**config.mk**
```make
export PLATFORM = sky130hd
export DESIGN_NAME = fetch_unit
export DESIGN_NICKNAME = d
export VERILOG_FILES = /design/src/rtl/fetch_unit.sv
export SDC_FILE = /design/constraint.sdc
export NUM_CORES = 1
export LEC_CHECK = 0
export ABC_CLOCK_PERIOD_IN_PS = 6600
export BUFFER_PORTS_ARGS = -buffer_cell sky130_fd_sc_hd__clkbuf_2
export CAP_MARGIN = 20
export CORE_AREA = 2 2 104 106
export CTS_CLUSTER_DIAMETER = 30
export DETAILED_ROUTE_END_ITERATION = 6
export DIE_AREA = 0 0 106 108
export GPL_ROUTABILITY_DRIVEN = 0
export PLACE_DENSITY = 0.76
export SYNTH_ARGS = -nofsm -noshare
export SYNTH_HDL_FRONTEND = slang
export SYNTH_SLANG_ARGS = --single-unit
```
**constraint.sdc**
```tcl
create_clock -name clk -period 6.6 [get_ports clk]
set_input_delay 0.33 -clock clk [delete_from_list [all_inputs] [get_ports clk]]
set_output_delay 0.33 -clock clk [all_outputs]
set_load 0.01 [all_outputs]
```
**src/rtl/fetch_unit.sv**
```systemverilog
// rtl/fetch_unit.sv - SISC instruction fetch: program counter, branch targets, imem req/ack fetch FSM
module fetch_unit #(
    parameter int              PC_W    = 16,
    parameter int              INSTR_W = 32,
    parameter logic [PC_W-1:0] RST_VEC = '0,
    parameter int              TIMEOUT = 15
) (
    input  logic               clk,
    input  logic               rst_f,
    input  logic               pc_rst,
    input  logic               pc_write,
    input  logic               pc_sel,
    input  logic               br_sel,
    input  logic               ir_load,
    output logic               imem_req,
    output logic [PC_W-1:0]    imem_addr,
    input  logic [INSTR_W-1:0] imem_rdata,
    input  logic               imem_ack,
    output logic               fetch_busy,
    output logic               fetch_err,
    output logic [PC_W-1:0]    pc_out,
    output logic [INSTR_W-1:0] ir_out,
    output logic [3:0]         opcode,
    output logic [3:0]         mm,
    output logic [15:0]        imm
);

    localparam int CNT_W = $clog2(TIMEOUT + 1);

    typedef enum logic [1:0] {
        IDLE = 2'd0,
        REQ  = 2'd1,
        ERR  = 2'd2
    } state_t;

    state_t             state_q;
    logic [PC_W-1:0]    pc_q;
    logic [PC_W-1:0]    pc_d;
    logic [PC_W-1:0]    addr_q;
    logic [INSTR_W-1:0] ir_q;
    logic [CNT_W-1:0]   cnt_q;
    logic               req_q;
    logic               busy_q;
    logic               err_q;
    logic [PC_W-1:0]    imm_pc;

    // Immediate is zero-extended or truncated to the PC width.
    assign imm_pc = PC_W'(ir_q[15:0]);

    always_comb begin
        pc_d = pc_q;
        if (pc_rst) begin
            pc_d = RST_VEC;
        end else if (pc_write) begin
            if (!pc_sel)
                pc_d = pc_q + PC_W'(1);
            else if (br_sel)
                pc_d = imm_pc;
            else
                pc_d = pc_q + imm_pc;
        end
    end

    always_ff @(posedge clk or negedge rst_f) begin
        if (!rst_f) begin
            state_q <= IDLE;
            pc_q    <= RST_VEC;
            addr_q  <= '0;
            ir_q    <= '0;
            cnt_q   <= '0;
            req_q   <= 1'b0;
            busy_q  <= 1'b0;
            err_q   <= 1'b0;
        end else begin
            pc_q <= pc_d;
            case (state_q)
                IDLE: begin
                    if (ir_load) begin
                        // Address is the PC before any same-edge update.
                        addr_q  <= pc_q;
                        req_q   <= 1'b1;
                        busy_q  <= 1'b1;
                        cnt_q   <= '0;
                        state_q <= REQ;
                    end
                end
                REQ: begin
                    if (imem_ack) begin
                        ir_q    <= imem_rdata;
                        req_q   <= 1'b0;
                        busy_q  <= 1'b0;
                        state_q <= IDLE;
                    end else if (cnt_q == CNT_W'(TIMEOUT - 1)) begin
                        req_q   <= 1'b0;
                        busy_q  <= 1'b0;
                        err_q   <= 1'b1;
                        state_q <= ERR;
                    end else begin
                        cnt_q <= cnt_q + CNT_W'(1);
                    end
                end
                ERR: begin
                    if (pc_rst) begin
                        err_q   <= 1'b0;
                        state_q <= IDLE;
                    end
                end
                default: begin
                    req_q   <= 1'b0;
                    busy_q  <= 1'b0;
                    state_q <= IDLE;
                end
            endcase
        end
    end

    assign imem_req   = req_q;
    assign imem_addr  = addr_q;
    assign fetch_busy = busy_q;
    assign fetch_err  = err_q;
    assign pc_out     = pc_q;
    assign ir_out     = ir_q;
    assign opcode     = ir_q[31:28];
    assign mm         = ir_q[27:24];
    assign imm        = ir_q[15:0];

endmodule
```
==> flow_metrics.env <==
export IMPL_status="finished clean"
export IMPL_fin_tns_setup_ns=0
export IMPL_drc=0
export IMPL_synth_enable_flop_cells=0
export IMPL_ys_flop_type="dfrtp_1"
export IMPL_period_share_pct=37.31
export IMPL_cp_max_fo=9
export IMPL_design_area_um2=5240
export IMPL_grt_pass1_vias=3817
export IMPL_cp_arrival_ns=2.71
export IMPL_grt_max_degree=73
export IMPL_crit_slowest_cell="or4b_1"
export IMPL_worstSkewPairLatency_ns=0.37
export IMPL_vias=3977
export IMPL_final_antenna_net_count=0
export IMPL_synthesis_instances=463
export IMPL_ys_async_sr_fraction_pct=100.0
export IMPL_synth_adder_area_share_pct=5.422
export IMPL_rows=37
export IMPL_io_pin_count=131
export IMPL_h_tree_depth=3
export IMPL_ir_drop_v=0.0001291
export IMPL_cts_clk_slew_worst_paths_ns=0.09
export IMPL_start_util_pct=44.21
export IMPL_cts_resized=0
export IMPL_avgSynthCellArea_um2=9.769
export IMPL_finalHoldViolations=0
export IMPL_internal_power_w=0.0008656
export IMPL_slowest_delay_ns=0.52
export IMPL_critPathKind="reg -> reg"
export IMPL_cts_made_buffers=9
export IMPL_cts_tree="done"
export IMPL_syn_to_final_growth_pct=15.85
export IMPL_r2r_end="pc_out[15]$_DFFE_PN0P_"
export IMPL_antenna_cells=0
export IMPL_preCtsSetupSlack_ns=4.161
export IMPL_path_cells="ha_1 > a21oi_4 > o21ai_2 > mux2_2 > o21ai_1 > a211oi_1 > or4b_1"
export IMPL_rsz0062_at_grt="no"
export IMPL_drt_iter0_markers=319
export IMPL_comb_power_share_pct=33.5
export IMPL_yosys_warnings=0
export IMPL_muxShareOfSynthArea_pct=13.80
export IMPL_die_area_um2=11450
export IMPL_setup_viol=0
export IMPL_tightest_slew_ns=0.9291
export IMPL_dpl_instance_area_um2=5054
export IMPL_switching_share_pct=38.57
export IMPL_cp_end_kind="flop"
export IMPL_synth_top_family_by_area="compound AO/OA/AOI/OAI gates"
export IMPL_yosysUniqueCellTypes=60
export IMPL_p_seq_share_pct=42.2
export IMPL_synth_simple_gate_area_share_pct=14.77
export IMPL_fmax_ghz=0.4061
export IMPL_wirelength_um=11580
export IMPL_powerDensity_nw_per_um2=268.9
export IMPL_setup_ws_ns=4.137
export IMPL_required_ns=6.85
export IMPL_p_switching_w=0.0005434
export IMPL_ctsHoldBuffers=0
export IMPL_ys_seq_elements=72
export IMPL_dr_pass1_iters=6
export IMPL_grt_antenna_before_repair=0
export IMPL_slew_headroom_pct=38.06
export IMPL_io_buffers=130
export IMPL_vias_per_cell=5.731
export IMPL_cts_setup_buffers=0
export IMPL_drive_above_1_share_pct=37.28
export IMPL_clock_root_buffer="clkbuf_8"
export IMPL_dp_hpwl_um=8587
export IMPL_seq_area_frac_synth_pct=39.83
export IMPL_netlist_area_um2=4523
export IMPL_cts_sinks=72
export IMPL_r2r_slack_ns=4.14
export IMPL_r2r_start="pc_out[12]$_DFFE_PN0P_"
export IMPL_clock_path_buffers=2
export IMPL_grt_overflow_total=0
export IMPL_cap_violations=0
export IMPL_skew_ns=0.01544
export IMPL_grt_pass1_wl_um=18650
export IMPL_synth_xor_area_share_pct=2.130
export IMPL_die_x_um=106
export IMPL_synth_nets=522
export IMPL_coreArea_um2=10230
export IMPL_hold_path_class="in -> async"
export IMPL_die_y_um=108
export IMPL_nets=612
export IMPL_reg2reg_depth=7
export IMPL_min_period_ns=2.463
export IMPL_track_usage_pct=20.56
export IMPL_synth_compound_area_share_pct=16.10
export IMPL_power_leakage_nw=2.485
export IMPL_drv_slew=0
export IMPL_wire_per_inst_um=16.69
export IMPL_clkPwrFrac_pct=24.3
export IMPL_cp_start_kind="flop"
==> sequential cells by signal, indices dropped and copies added (netlist names) <==
| name | count |
|---|---|
| pc_out | 16 |
| fetch_busy | 1 |
| state_q | 2 |
| imem_addr | 16 |
| fetch_err | 1 |
| cnt_q | 4 |
| ir_out | 32 |
==> cell families (layout without fill, tap and decap cells) <==
| kind of cell | after synthesis | in the layout |
|---|---|---|
| compound gates | 112 | 112 |
| flops | 72 | 72 |
| mux | 56 | 56 |
| simple gates | 128 | 128 |
| xor+xnor | 11 | 11 |
| fa+ha+maj | 19 | 19 |
| buf+inv | 65 | 160 |
==> layout make-up <==
cell class,instances,area (um2)
fillers,934,4991
multi-input cells,326,2372
flip-flops and latches,72,1802
repair buffers,131,660.6
well taps,136,170.2
clock buffers,9,123.9
clock inverters,7,62.56
inverters,13,48.80
==> power by group through the flow <==
stage	clock (W)	sequential, W	combinational, W
floorplan	0	0.000607	0.000325
global placement	0	0.000596	0.000459
detailed placement	0	0.000603	0.000471
CTS	0.000351	0.000594	0.000472
global route	0.000370	0.000608	0.000518
finish	0.000342	0.000595	0.000472
==> cell usage after synthesis, types with 4 or more instances <==
master | instances | share of area [%]
ha_1 | 18 | 5.0
nand2_1 | 32 | 2.7
o21ai_1 | 4 | 0.44
a211oi_1 | 6 | 1.0
inv_1 | 12 | 1.0
a31oi_1 | 11 | 1.5
nor3_1 | 9 | 1.0
o21ai_0 | 23 | 2.5
mux2i_1 | 5 | 1.1
xnor2_1 | 5 | 0.97
xor2_1 | 6 | 1.2
a21oi_1 | 29 | 3.2
and4_1 | 4 | 0.77
mux2_2 | 51 | 13
nand2b_1 | 6 | 0.83
a21o_1 | 6 | 1.0
buf_4 | 25 | 4.1
buf_2 | 5 | 0.55
dfrtp_1 | 72 | 40
nor2b_1 | 7 | 0.97
and3_1 | 5 | 0.69
nand3_1 | 17 | 1.9
nand4_1 | 8 | 1.1
clkbuf_1 | 17 | 1.4
nor2_1 | 23 | 1.9
==> through the flow <==
step | total power (W) | std cells | util (%) | hold slack [ns]
6_report | 0.001409 | 694 | 51.22 | 0.09537
5_1_grt | 0.001496 | 694 | 51.22 | 0.1596
4_1_cts | 0.001418 | 694 | 51.22 | 0.1186
3_5_place_dp | 0.001074 | 678 | 49.39 | 0.4956
3_3_place_gp | 0.001055 | 678 | 49.39 | 0.4885
2_1_floorplan | 0.0009326 | 463 | - | 0.03441
==> cells in the final DEF, fill, tap and decap left out, types with 9 or more instances in the layout <==
master	Yosys	routed
mux2_2	51	51
o21ai_0	23	23
inv_1	12	12
ha_1	18	18
nor3_1	9	9
a31oi_1	11	11
nor2_1	23	23
clkbuf_8	0	9
clkbuf_2	0	129
dfrtp_1	72	72
nand2_1	32	32
a21oi_1	29	29
nand3_1	17	16
==> critical path, delay by kind of cell, from the launching register on <==
kind | cells | cell delay, ns
and+or+nand+nor | 1 | 0.52
adders and majority gates | 1 | 0.51
DFF | 1 | 0.48
AOI/OAI and AO/OA | 4 | 0.48
muxes | 1 | 0.36
==> how the worst max path moves through the flow <==
stage / startpoint / to / slack [ns] / cells after the start
after global routing: pc_out[4]$_DFFE_PN0P_ / pc_out[10]$_DFFE_PN0P_ / 3.90 / 7
after global placement: pc_out[12]$_DFFE_PN0P_ / pc_out[15]$_DFFE_PN0P_ / 4.21 / 7
after floorplan: pc_out[13]$_DFFE_PN0P_ / pc_out[15]$_DFFE_PN0P_ / 4.24 / 8
final: pc_out[12]$_DFFE_PN0P_ / pc_out[15]$_DFFE_PN0P_ / 4.14 / 7
after detailed placement: pc_out[12]$_DFFE_PN0P_ / pc_out[15]$_DFFE_PN0P_ / 4.16 / 7
after CTS: pc_out[12]$_DFFE_PN0P_ / pc_out[15]$_DFFE_PN0P_ / 4.14 / 7
==> per-layer routing <==
layer | routed length, um | up-vias | global-route usage [%]
li1 | - | 1855 | -
met1 | 4816 | 1892 | 25.84
met2 | 5680 | 206 | 34.93
met3 | 833 | 24 | 3.376
met4 | 253 | 0 | 9.398
met5 | 0 | - | 0
(Power assumes the default switching activity.)
